<file path="src/rtl/sdm_pkg.sv">
// Shared definitions for the SDM ratio decoder slice.
// Holds the measurement FSM state type, the datapath widths and a helper
// that clamps the requested window exponent.
package sdm_pkg;

    typedef enum logic [1:0] {
        IDLE   = 2'd0,
        SETTLE = 2'd1,
        ACCUM  = 2'd2,
        DONE   = 2'd3
    } sdm_state_e;

    localparam int FRAC_W  = 16;   // fractional bits of the Q6.16 ratio
    localparam int DIV_W   = 6;    // width of the instantaneous division word
    localparam int RATIO_W = 22;   // DIV_W + FRAC_W

    // Divider word the loop divider comes out of reset with.
    localparam logic [DIV_W-1:0] DIV_RST = 6'd30;

    // Effective window exponent: requests above wmax are clamped.
    function automatic logic [4:0] clamp_win(input logic [4:0] w, input int wmax);
        return (int'(w) > wmax) ? 5'(wmax) : w;
    endfunction

endpackage

</file>
<file path="src/rtl/sdm_win_accum.sv">
// Window accumulator for the SDM ratio decoder.
// Sums div_ctrl over the window and tracks its minimum and maximum.
// Ports:
//   div_clk_out, rstn_clkin_s : clock and async active-low reset
//   clear_i                   : start a new window (acc=0, min=63, max=0, count=0)
//   enable_i                  : take the current div_ctrl_i as a sample
//   w_eff_i                   : window exponent in force for this measurement
//   div_ctrl_i                : instantaneous division word
//   sum_o, min_o, max_o       : running results *including* the current input,
//                               so the owner can capture them on the final sample edge
//   last_o                    : the current sample is the 2^w_eff_i-th one
module sdm_win_accum
    import sdm_pkg::*;
(
    input  logic               div_clk_out,
    input  logic               rstn_clkin_s,
    input  logic               clear_i,
    input  logic               enable_i,
    input  logic [4:0]         w_eff_i,
    input  logic [DIV_W-1:0]   div_ctrl_i,
    output logic [RATIO_W-1:0] sum_o,
    output logic [DIV_W-1:0]   min_o,
    output logic [DIV_W-1:0]   max_o,
    output logic               last_o
);

    logic [RATIO_W-1:0] acc_q;
    logic [DIV_W-1:0]   min_q;
    logic [DIV_W-1:0]   max_q;
    logic [FRAC_W-1:0]  cnt_q;
    logic [FRAC_W:0]    win_len;

    // 63 * 2^16 still fits in 22 bits, so the sum never wraps.
    assign sum_o   = acc_q + RATIO_W'(div_ctrl_i);
    assign min_o   = (div_ctrl_i < min_q) ? div_ctrl_i : min_q;
    assign max_o   = (div_ctrl_i > max_q) ? div_ctrl_i : max_q;
    assign win_len = (FRAC_W+1)'(1) << w_eff_i;
    assign last_o  = ({1'b0, cnt_q} == (win_len - 1'b1));

    always_ff @(posedge div_clk_out or negedge rstn_clkin_s) begin
        if (!rstn_clkin_s) begin
            acc_q <= '0;
            min_q <= '0;
            max_q <= '0;
            cnt_q <= '0;
        end else if (clear_i) begin
            acc_q <= '0;
            min_q <= '1;
            max_q <= '0;
            cnt_q <= '0;
        end else if (enable_i) begin
            acc_q <= sum_o;
            min_q <= min_o;
            max_q <= max_o;
            // Wraps after the final sample of a 2^16 window; the FSM has left ACCUM by then.
            cnt_q <= cnt_q + 1'b1;
        end
    end

endmodule

</file>
<file path="src/rtl/sdm_ratio_decoder.sv">
// Receive-side checker for the SDM-driven loop divider.
// Averages div_ctrl over a 2^W window (after a settle period) and reports the
// effective ratio in Q6.16 plus the min/max excursion of the word.
// Ports:
//   div_clk_out, rstn_clkin_s : divided clock and async active-low reset
//   div_ctrl                  : instantaneous division word
//   start, abort              : begin / cancel a measurement (abort wins)
//   win_log2                  : requested window exponent, sampled at start
//   result_ack                : consumer acknowledge of a result
//   busy                      : measurement in progress (SETTLE or ACCUM)
//   result_valid              : result held for the consumer (DONE)
//   ratio_q, ctrl_min, ctrl_max : result of the last completed window
module sdm_ratio_decoder
    import sdm_pkg::*;
#(
    parameter int SETTLE_CYC = 8,
    parameter int WIN_MAX    = 16
) (
    input  logic               div_clk_out,
    input  logic               rstn_clkin_s,
    input  logic [DIV_W-1:0]   div_ctrl,
    input  logic               start,
    input  logic               abort,
    input  logic [4:0]         win_log2,
    input  logic               result_ack,
    output logic               busy,
    output logic               result_valid,
    output logic [RATIO_W-1:0] ratio_q,
    output logic [DIV_W-1:0]   ctrl_min,
    output logic [DIV_W-1:0]   ctrl_max
);

    sdm_state_e         state_q;
    logic [7:0]         settle_cnt_q;
    logic [4:0]         w_eff_q;
    logic               busy_q;
    logic               valid_q;
    logic [RATIO_W-1:0] ratio_out_q;
    logic [DIV_W-1:0]   min_out_q;
    logic [DIV_W-1:0]   max_out_q;

    logic               start_take;
    logic               accum_en;
    logic [4:0]         w_eff_d;
    logic [RATIO_W-1:0] win_sum;
    logic [DIV_W-1:0]   win_min;
    logic [DIV_W-1:0]   win_max;
    logic               win_last;
    logic [RATIO_W-1:0] ratio_d;

    // A start is honoured from IDLE, or from DONE when it arrives with the ack
    // (back-to-back measurement). Abort always suppresses it.
    assign start_take = start && !abort &&
                        ((state_q == IDLE) || ((state_q == DONE) && result_ack));
    assign accum_en   = (state_q == ACCUM) && !abort;
    assign w_eff_d    = clamp_win(win_log2, WIN_MAX);
    // sum / 2^W scaled to Q6.16 is an exact left shift since W <= 16.
    assign ratio_d    = win_sum << (5'(FRAC_W) - w_eff_q);

    sdm_win_accum u_win_accum (
        .div_clk_out  (div_clk_out),
        .rstn_clkin_s (rstn_clkin_s),
        .clear_i      (start_take),
        .enable_i     (accum_en),
        .w_eff_i      (w_eff_q),
        .div_ctrl_i   (div_ctrl),
        .sum_o        (win_sum),
        .min_o        (win_min),
        .max_o        (win_max),
        .last_o       (win_last)
    );

    always_ff @(posedge div_clk_out or negedge rstn_clkin_s) begin
        if (!rstn_clkin_s) begin
            state_q      <= IDLE;
            settle_cnt_q <= '0;
            w_eff_q      <= '0;
            busy_q       <= 1'b0;
            valid_q      <= 1'b0;
            ratio_out_q  <= '0;
            min_out_q    <= '0;
            max_out_q    <= '0;
        end else begin
            case (state_q)
                IDLE: begin
                    if (start_take) begin
                        state_q      <= SETTLE;
                        busy_q       <= 1'b1;
                        settle_cnt_q <= '0;
                        w_eff_q      <= w_eff_d;
                    end
                end
                SETTLE: begin
                    if (abort) begin
                        state_q <= IDLE;
                        busy_q  <= 1'b0;
                    end else if (settle_cnt_q == 8'(SETTLE_CYC - 1)) begin
                        state_q <= ACCUM;
                    end else begin
                        settle_cnt_q <= settle_cnt_q + 1'b1;
                    end
                end
                ACCUM: begin
                    if (abort) begin
                        state_q <= IDLE;
                        busy_q  <= 1'b0;
                    end else if (win_last) begin
                        state_q     <= DONE;
                        busy_q      <= 1'b0;
                        valid_q     <= 1'b1;
                        ratio_out_q <= ratio_d;
                        min_out_q   <= win_min;
                        max_out_q   <= win_max;
                    end
                end
                DONE: begin
                    // abort here acts as an acknowledge.
                    if (abort || result_ack) begin
                        valid_q <= 1'b0;
                        if (start_take) begin
                            state_q      <= SETTLE;
                            busy_q       <= 1'b1;
                            settle_cnt_q <= '0;
                            w_eff_q      <= w_eff_d;
                        end else begin
                            state_q <= IDLE;
                        end
                    end
                end
                default: state_q <= IDLE;
            endcase
        end
    end

    assign busy         = busy_q;
    assign result_valid = valid_q;
    assign ratio_q      = ratio_out_q;
    assign ctrl_min     = min_out_q;
    assign ctrl_max     = max_out_q;

endmodule

</file>
<file path="config.mk">
export PLATFORM = sky130hd
export DESIGN_NAME = sdm_ratio_decoder
export DESIGN_NICKNAME = d
export VERILOG_FILES = /design/src/rtl/sdm_pkg.sv /design/src/rtl/sdm_win_accum.sv /design/src/rtl/sdm_ratio_decoder.sv
export SDC_FILE = /design/constraint.sdc
export NUM_CORES = 1
export LEC_CHECK = 0
export CELL_PAD_IN_SITES_DETAIL_PLACEMENT = 1
export CELL_PAD_IN_SITES_GLOBAL_PLACEMENT = 2
export CORE_UTILIZATION = 33
export CTS_CLUSTER_SIZE = 14
export DETAILED_ROUTE_END_ITERATION = 12
export PLACE_DENSITY = 0.74
export SLEW_MARGIN = 20
export SYNTH_ARGS = -nofsm -noshare
export SYNTH_HDL_FRONTEND = slang
export SYNTH_SLANG_ARGS = --single-unit
</file>
<file path="constraint.sdc">
create_clock -name div_clk_out -period 4.52 [get_ports div_clk_out]
set_input_delay 0.678 -clock div_clk_out [delete_from_list [all_inputs] [get_ports div_clk_out]]
set_output_delay 0.678 -clock div_clk_out [all_outputs]
set_load 0.005 [all_outputs]
</file>
---- Word level (Yosys, flattened, before mapping) ----
Cells that the tools add are included.
word-level totals
  register bits after elaboration ......... 101
  input bits .............................. 16
  word-level logic and storage cells ...... 92
cells by class
  add/sub/neg operators ................... 5
  $lt $le $gt $ge ......................... 3
  equal/unequal tests ..................... 14
  shifts and indexed selects .............. 2
  multiplexer cells ....................... 37
  bitwise gates (word level) .............. 1
  reduce and logical (&&, ||, !) cells .... 18
operators by type and width
  operator               number
  $mux 22                2
  $mux 6                 6
  $mux 16                2
  $mux 8                 4
  $pmux 8 s3             1
  $add 22x6->22          1
  $shl 22x5->22          1
  $eq 16x17->1           1
  $shl 1x5->17 const A   1
  $sub 17x1->17 const B  1
  $add 16x1->16 const B  1
  $mux 5                 3
  $mux 2                 6
  $reduce_and 4->1       3
  $ne 2x2->1 const B     5
  $pmux 5 s2             1
  $mux 1                 9
  $add 8x1->8 const B    1
  $eq 8x3->1 const B     1
  $pmux 2 s4             1
  $gt 6x6->1             1
  $lt 6x6->1             1
  $reduce_and 3->1       2
  $reduce_bool 2->1      3
  16 further kinds       22

---- Logic depth before layout (Yosys ltp) ----
Gate-level depths: netlist (run 1).
  depth in word-level cells ............... 7
  mapped depth ............................ 20
  mapped depth without buffers ............ 14

---- Modules after synthesis ----
From an unflattened synthesis (run 1), not the netlist that was laid out.
unflattened totals
  cell total of the unflattened synthesis .. 773
  area, all modules ....................... 7034.2 sq um
by module, submodules not included
  module             instances  cells each  area an instance (sq um)  sequential area each (sq um)
  sdm_win_accum      1          439         3753.6                    1251.2
  sdm_ratio_decoder  1          334         3280.6                    1276.2

---- Worst setup path after synthesis (run 1) ----
No wires, ideal clock.
  kind .................................... register to register
  start ................................... register w_eff_q[0]
  end ..................................... register valid_q (netlist: result_valid)
  library setup time ...................... 75 ps
  data arrival time ....................... 4356 ps
  required time ........................... 4445 ps
  slack ................................... 89 ps
  stages on the path, launching flop included .. 21
  path buffers ............................ 6
  clock period less this slack ............ 4431 ps
  cells stage by stage .................... dfrtp_1 clkbuf_1 clkinv_1 clkbuf_1 buf_1 ha_1 ha_1 clkbuf_1 nand2_1 ha_1 clkbuf_1 inv_1 or3_1 o21ai_0 o21ai_1 a2111oi_4 nand4_1 or3_1 buf_2 o32a_1 o21bai_2
on the way
  word-level cells in the longest chain between the ends .. 5
ends and longest elaborated chain
  item                               line                      text
  from (decl)                        sdm_ratio_decoder.sv:35   logic [4:0] w_eff_q;
  from (signal assigned)             sdm_ratio_decoder.sv:90   w_eff_q <= w_eff_d;
  from (signal assigned)             sdm_ratio_decoder.sv:124  w_eff_q <= w_eff_d;
  $shl 1x5->17                       sdm_win_accum.sv:37       assign win_len = (FRAC_W+1)'(1) << w_eff_i;
  $sub 17x1->17                      sdm_win_accum.sv:38       assign last_o = ({1'b0, cnt_q} == (win_len - 1'b1));
  $eq 16x17->1                       sdm_win_accum.sv:38
  $ne 2x1->1 (no source line)        -
  $reduce_and 4->1 (no source line)  -
  to (signal assigned)               sdm_ratio_decoder.sv:79   valid_q <= 1'b0;
  to (signal assigned)               sdm_ratio_decoder.sv:110  valid_q <= 1'b1;
  to (signal assigned)               sdm_ratio_decoder.sv:119  valid_q <= 1'b0;
  to (decl)                          sdm_ratio_decoder.sv:37   logic valid_q;
No other way between the ends.
A chain may end at the register's enable or synchronous reset.

---- Worst setup path after layout (run 1) ----
Ends and elaborated chain as after synthesis.

==> results of run 1 <==
[cell families after synthesis]
family / count (synthesis)
compound gates: 245
xor+xnor: 59
fa+ha+maj: 32
buf+inv: 112
flops: 101
mux: 40
simple gates: 351
[flip-flops by register name (all words and copies together) (netlist names), 2 cells and up]
name	flops
settle_cnt_q	8
ctrl_min	6
state_q	2
u_win_accum.min_q	6
ratio_q	22
w_eff_q	5
u_win_accum.acc_q	22
u_win_accum.cnt_q	16
ctrl_max	6
u_win_accum.max_q	6
[stage by stage]
step | total power, mW | cell area [sq um] | cells | util, % | setup WS, ns
after floorplan | 3.81 | 7770 | 940 | - | 0.0887
after global placement | 4.90 | 8680 | 1269 | 38.0 | 0.276
after detailed placement | 4.93 | 8680 | 1269 | 38.0 | 0.217
after CTS | 5.89 | 9020 | 1285 | 39.5 | 0.513
after global routing | 6.33 | 9020 | 1285 | 39.5 | 0.335
final | 5.86 | 9020 | 1285 | 39.5 | 0.509
[synthesized netlist by cell type (10+ instances only)]
master and n:
and2_1 11, nor3_1 17, a21oi_1 66, clkbuf_1 56
mux2i_1 23, a21o_1 10, nand2_1 71, o211ai_1 19
xor2_1 26, o21ai_0 43, xnor2_1 33, nand4_1 20
ha_1 31, dfrtp_1 101, mux2_2 14, nor2_1 126
buf_2 10, inv_1 37, nand3_1 29, nor2b_1 10
[worst max-delay path: stages, from the launching register on]
cell,delay [ns]
dfrtp_1,0.42
clkinv_1,0.16
ha_1,0.26
ha_1,0.26
or4_4,0.58
o211ai_1,0.20
xnor2_1,0.17
a31oi_1,0.10
o21ai_0,0.40
nand4_1,0.22
or3_1,0.63
o32a_1,0.40
o21bai_2,0.13
[layout make-up]
cell class / count / area [sq um]
multi-input cells: 727 / 4810
clock buffers: 9 / 225
well taps: 313 / 392
repair buffers: 89 / 806
flip-flops and latches: 101 / 2530
inverters: 39 / 146
clock inverters: 7 / 115
fillers: 2725 / 13800
[power by group]
part / switching (mW) / total, mW / internal [mW]
clock: 0.409 / 0.910 / 0.501
sequential: 0.121 / 1.16 / 1.04
combinational: 2.38 / 3.79 / 1.41
total: 2.91 / 5.86 / 2.95
[worst min-delay path by stage]
stage,to,cells after the start
after floorplan,busy,0
after global placement,ratio_q[12],1
after detailed placement,ratio_q[12],1
after CTS,u_win_accum.cnt_q[7],1
after global routing,u_win_accum.cnt_q[3],1
final,u_win_accum.cnt_q[3],1
[routing by layer]
metal / routed length [um] / share of wire, % / vias up / track usage (%)
li1: - / - / 3446 / -
met1: 12300 / 51 / 3500 / 30.8
met2: 10900 / 45 / 91 / 32.7
met3: 594 / 2.5 / 15 / 2.23
met4: 245 / 1.0 / 0 / 4.39
met5: 0 / 0 / - / 0
==> run_summary.xml, run 1 <==
<?xml version="1.0" encoding="UTF-8"?>
<metrics>
  <group name="floorplan">
    <metric name="die_height" unit="um">155</metric>
    <metric name="floorplan.initialDensity" unit="%">34.0</metric>
    <metric name="fp.dieArea" unit="sq mm">0.0242</metric>
    <metric name="die_width" unit="um">155</metric>
    <metric name="std_cell_rows" unit="">55</metric>
    <metric name="i_o_pins" unit="">52</metric>
    <metric name="core_area" unit="sq mm">0.0228</metric>
  </group>
  <group name="worst_setup_path">
    <metric name="worstSetupStartpointType" unit="">flip-flop</metric>
    <metric name="timing_worst_setup_path_type" unit="">reg -&gt; reg</metric>
    <metric name="cp-endpoint" unit="">result_valid</metric>
    <metric name="worst_ep_arrival_time" unit="ns">4.30</metric>
    <metric name="setup.reg_to_reg.worst_slack" unit="ns">0.51</metric>
    <metric name="reg2reg_from" unit="">w_eff_q[0]</metric>
    <metric name="worstRegToRegCells" unit="">12</metric>
    <metric name="worstSetupEndpointType" unit="">flip-flop</metric>
    <metric name="crit_start" unit="">w_eff_q[0]</metric>
    <metric name="crit_fanout" unit="">9</metric>
    <metric name="cp.required" unit="ns">4.81</metric>
    <metric name="crit-reg2reg-capture" unit="">result_valid</metric>
  </group>
  <group name="cells_and_area">
    <metric name="insertedDiodeCount" unit="">0</metric>
    <metric name="layout_common_cells" unit="">nor2_1, dfrtp_1, nand2_1</metric>
    <metric name="layout_commonest_cell" unit="">nor2_1</metric>
    <metric name="syn_to_final_growth" unit="%">16.1</metric>
    <metric name="post_route_cells_drive_above_1_share" unit="%">9.26</metric>
    <metric name="final_net_count" unit="">1015</metric>
  </group>
  <group name="sta">
    <metric name="final.min_clock_period" unit="ns">4.01</metric>
    <metric name="transition_time_of_the_tightest_slew_check_pin" unit="ns">0.748</metric>
    <metric name="grt_setup_unrepaired" unit="">false</metric>
    <metric name="whs" unit="ns">0.292</metric>
    <metric name="slew-limit-headroom" unit="%">49.8</metric>
    <metric name="period_share" unit="%">88.7</metric>
    <metric name="totalNegativeSetupSlack" unit="ns">0</metric>
    <metric name="maxClockFrequency" unit="GHz">0.249</metric>
    <metric name="timing.final.setup_violations" unit="">0</metric>
    <metric name="worst_clock_skew" unit="ns">0.0156</metric>
    <metric name="timing.final.max_slew_violations" unit="">0</metric>
    <metric name="final_hold_viol_count" unit="">0</metric>
  </group>
  <group name="yosys">
    <metric name="synthArstFlopShare" unit="%">100</metric>
    <metric name="yosys_synthesis_warning_count" unit="">0</metric>
    <metric name="synthXorXnorAreaFrac" unit="%">6.65</metric>
    <metric name="number_of_different_library_cells_in_the_post_synthesis_netlist" unit="">82</metric>
    <metric name="synthesis.instances" unit="">940</metric>
    <metric name="synth_seq_area_share" unit="%">32.5</metric>
    <metric name="synth_compound_area_share" unit="%">21.8</metric>
    <metric name="multiplexer_share_of_the_synthesized_area" unit="%">5.86</metric>
    <metric name="netlist.area_leader.share" unit="%">32.5</metric>
    <metric name="mappedNetlistArea" unit="sq mm">0.00777</metric>
    <metric name="yosysTopAreaCell" unit="">dfrtp_1</metric>
    <metric name="post_synth.cell_area_avg" unit="sq um">8.27</metric>
    <metric name="post_synth_fa_ha_maj_area_fraction" unit="%">5.25</metric>
    <metric name="dominant_combinational_cell_family_by_area_after_synthesis" unit="">simple AND/OR/NAND/NOR gates</metric>
    <metric name="synth_enable_flop_cells" unit="">0</metric>
    <metric name="yosys_register_bits" unit="">101</metric>
    <metric name="yosys.area_share.simple" unit="%">22.1</metric>
    <metric name="ys_top_cells_by_area" unit="">dfrtp_1, nor2_1, ha_1</metric>
    <metric name="mappedNetlistNets" unit="">988</metric>
    <metric name="synth-main-ff-cell" unit="">dfrtp_1</metric>
  </group>
  <group name="clock_tree">
    <metric name="clk_root_buffer_cell" unit="">clkbuf_16</metric>
    <metric name="hold_buffers" unit="">0</metric>
    <metric name="clkTransAtPathRegs" unit="ns">0.09</metric>
    <metric name="tritoncts_num_sinks" unit="">101</metric>
    <metric name="clock_insertion_delay_worst_skew" unit="ns">0.36</metric>
    <metric name="cts_made_buffers" unit="">9</metric>
    <metric name="htreeDepth" unit="">3</metric>
    <metric name="post-cts-setup-buffer-count" unit="">0</metric>
    <metric name="cts_tree" unit="">done</metric>
    <metric name="cts_resized" unit="">0</metric>
    <metric name="cts-root-to-sink-buffers" unit="">2</metric>
  </group>
  <group name="detailed_routing">
    <metric name="post_drt_wl_per_cell" unit="um">18.7</metric>
    <metric name="wl" unit="um">24100</metric>
    <metric name="vias" unit="">7052</metric>
    <metric name="drt_drc_violations_left" unit="">0</metric>
    <metric name="postRouteAntennaNets" unit="">0</metric>
    <metric name="via_per_inst" unit="">5.49</metric>
    <metric name="drtPass1Iterations" unit="">5</metric>
    <metric name="first_iter_violations" unit="">483</metric>
  </group>
  <group name="pwr">
    <metric name="leakagePower" unit="nW">3.84</metric>
    <metric name="peakVddDrop" unit="mV">0.282</metric>
    <metric name="power_density" unit="mW/mm^2">650</metric>
  </group>
  <group name="outcome">
    <metric name="outcome" unit="">completed</metric>
  </group>
  <group name="placed_design">
    <metric name="gpl.final_weighted_congestion" unit="">0.847</metric>
    <metric name="detailedPlacementHpwl" unit="um">17900</metric>
    <metric name="io_port_bufs" unit="">51</metric>
  </group>
  <group name="grt">
    <metric name="first_pass_grt_wire_length" unit="um">40000</metric>
    <metric name="grt_antenna_before_repair" unit="">0</metric>
    <metric name="grt_pass1_vias" unit="">7169</metric>
    <metric name="overflow" unit="">0</metric>
    <metric name="grt_max_degree" unit="">49</metric>
    <metric name="global_route.usage.total" unit="%">20.9</metric>
  </group>
  <group name="min_path">
    <metric name="worst_hold_path_type" unit="">in -&gt; async</metric>
  </group>
  <group name="flow_run">
    <metric name="max_cap_viol_count" unit="">0</metric>
  </group>
</metrics>
No activity file was read; power rests on OpenSTA's default activity.
==> run 2, diff against run 1 <==
--- a/config.mk
+++ b/config.mk
@@ -11,7 +11,7 @@
 export CTS_CLUSTER_SIZE = 14
 export DETAILED_ROUTE_END_ITERATION = 12
 export PLACE_DENSITY = 0.74
-export SLEW_MARGIN = 20
+export SLEW_MARGIN = 15
 export SYNTH_ARGS = -nofsm -noshare
 export SYNTH_HDL_FRONTEND = slang
 export SYNTH_SLANG_ARGS = --single-unit
==> results of run 2 <==
Final layout, timing and power as in run 1 (identical DEF).
==> run 3, diff against run 2 <==
--- a/config.mk
+++ b/config.mk
@@ -15,3 +15,4 @@
 export SYNTH_ARGS = -nofsm -noshare
 export SYNTH_HDL_FRONTEND = slang
 export SYNTH_SLANG_ARGS = --single-unit
+export TNS_END_PERCENT = 10
==> results of run 3 <==
Final layout, timing and power as in run 1 (identical DEF).
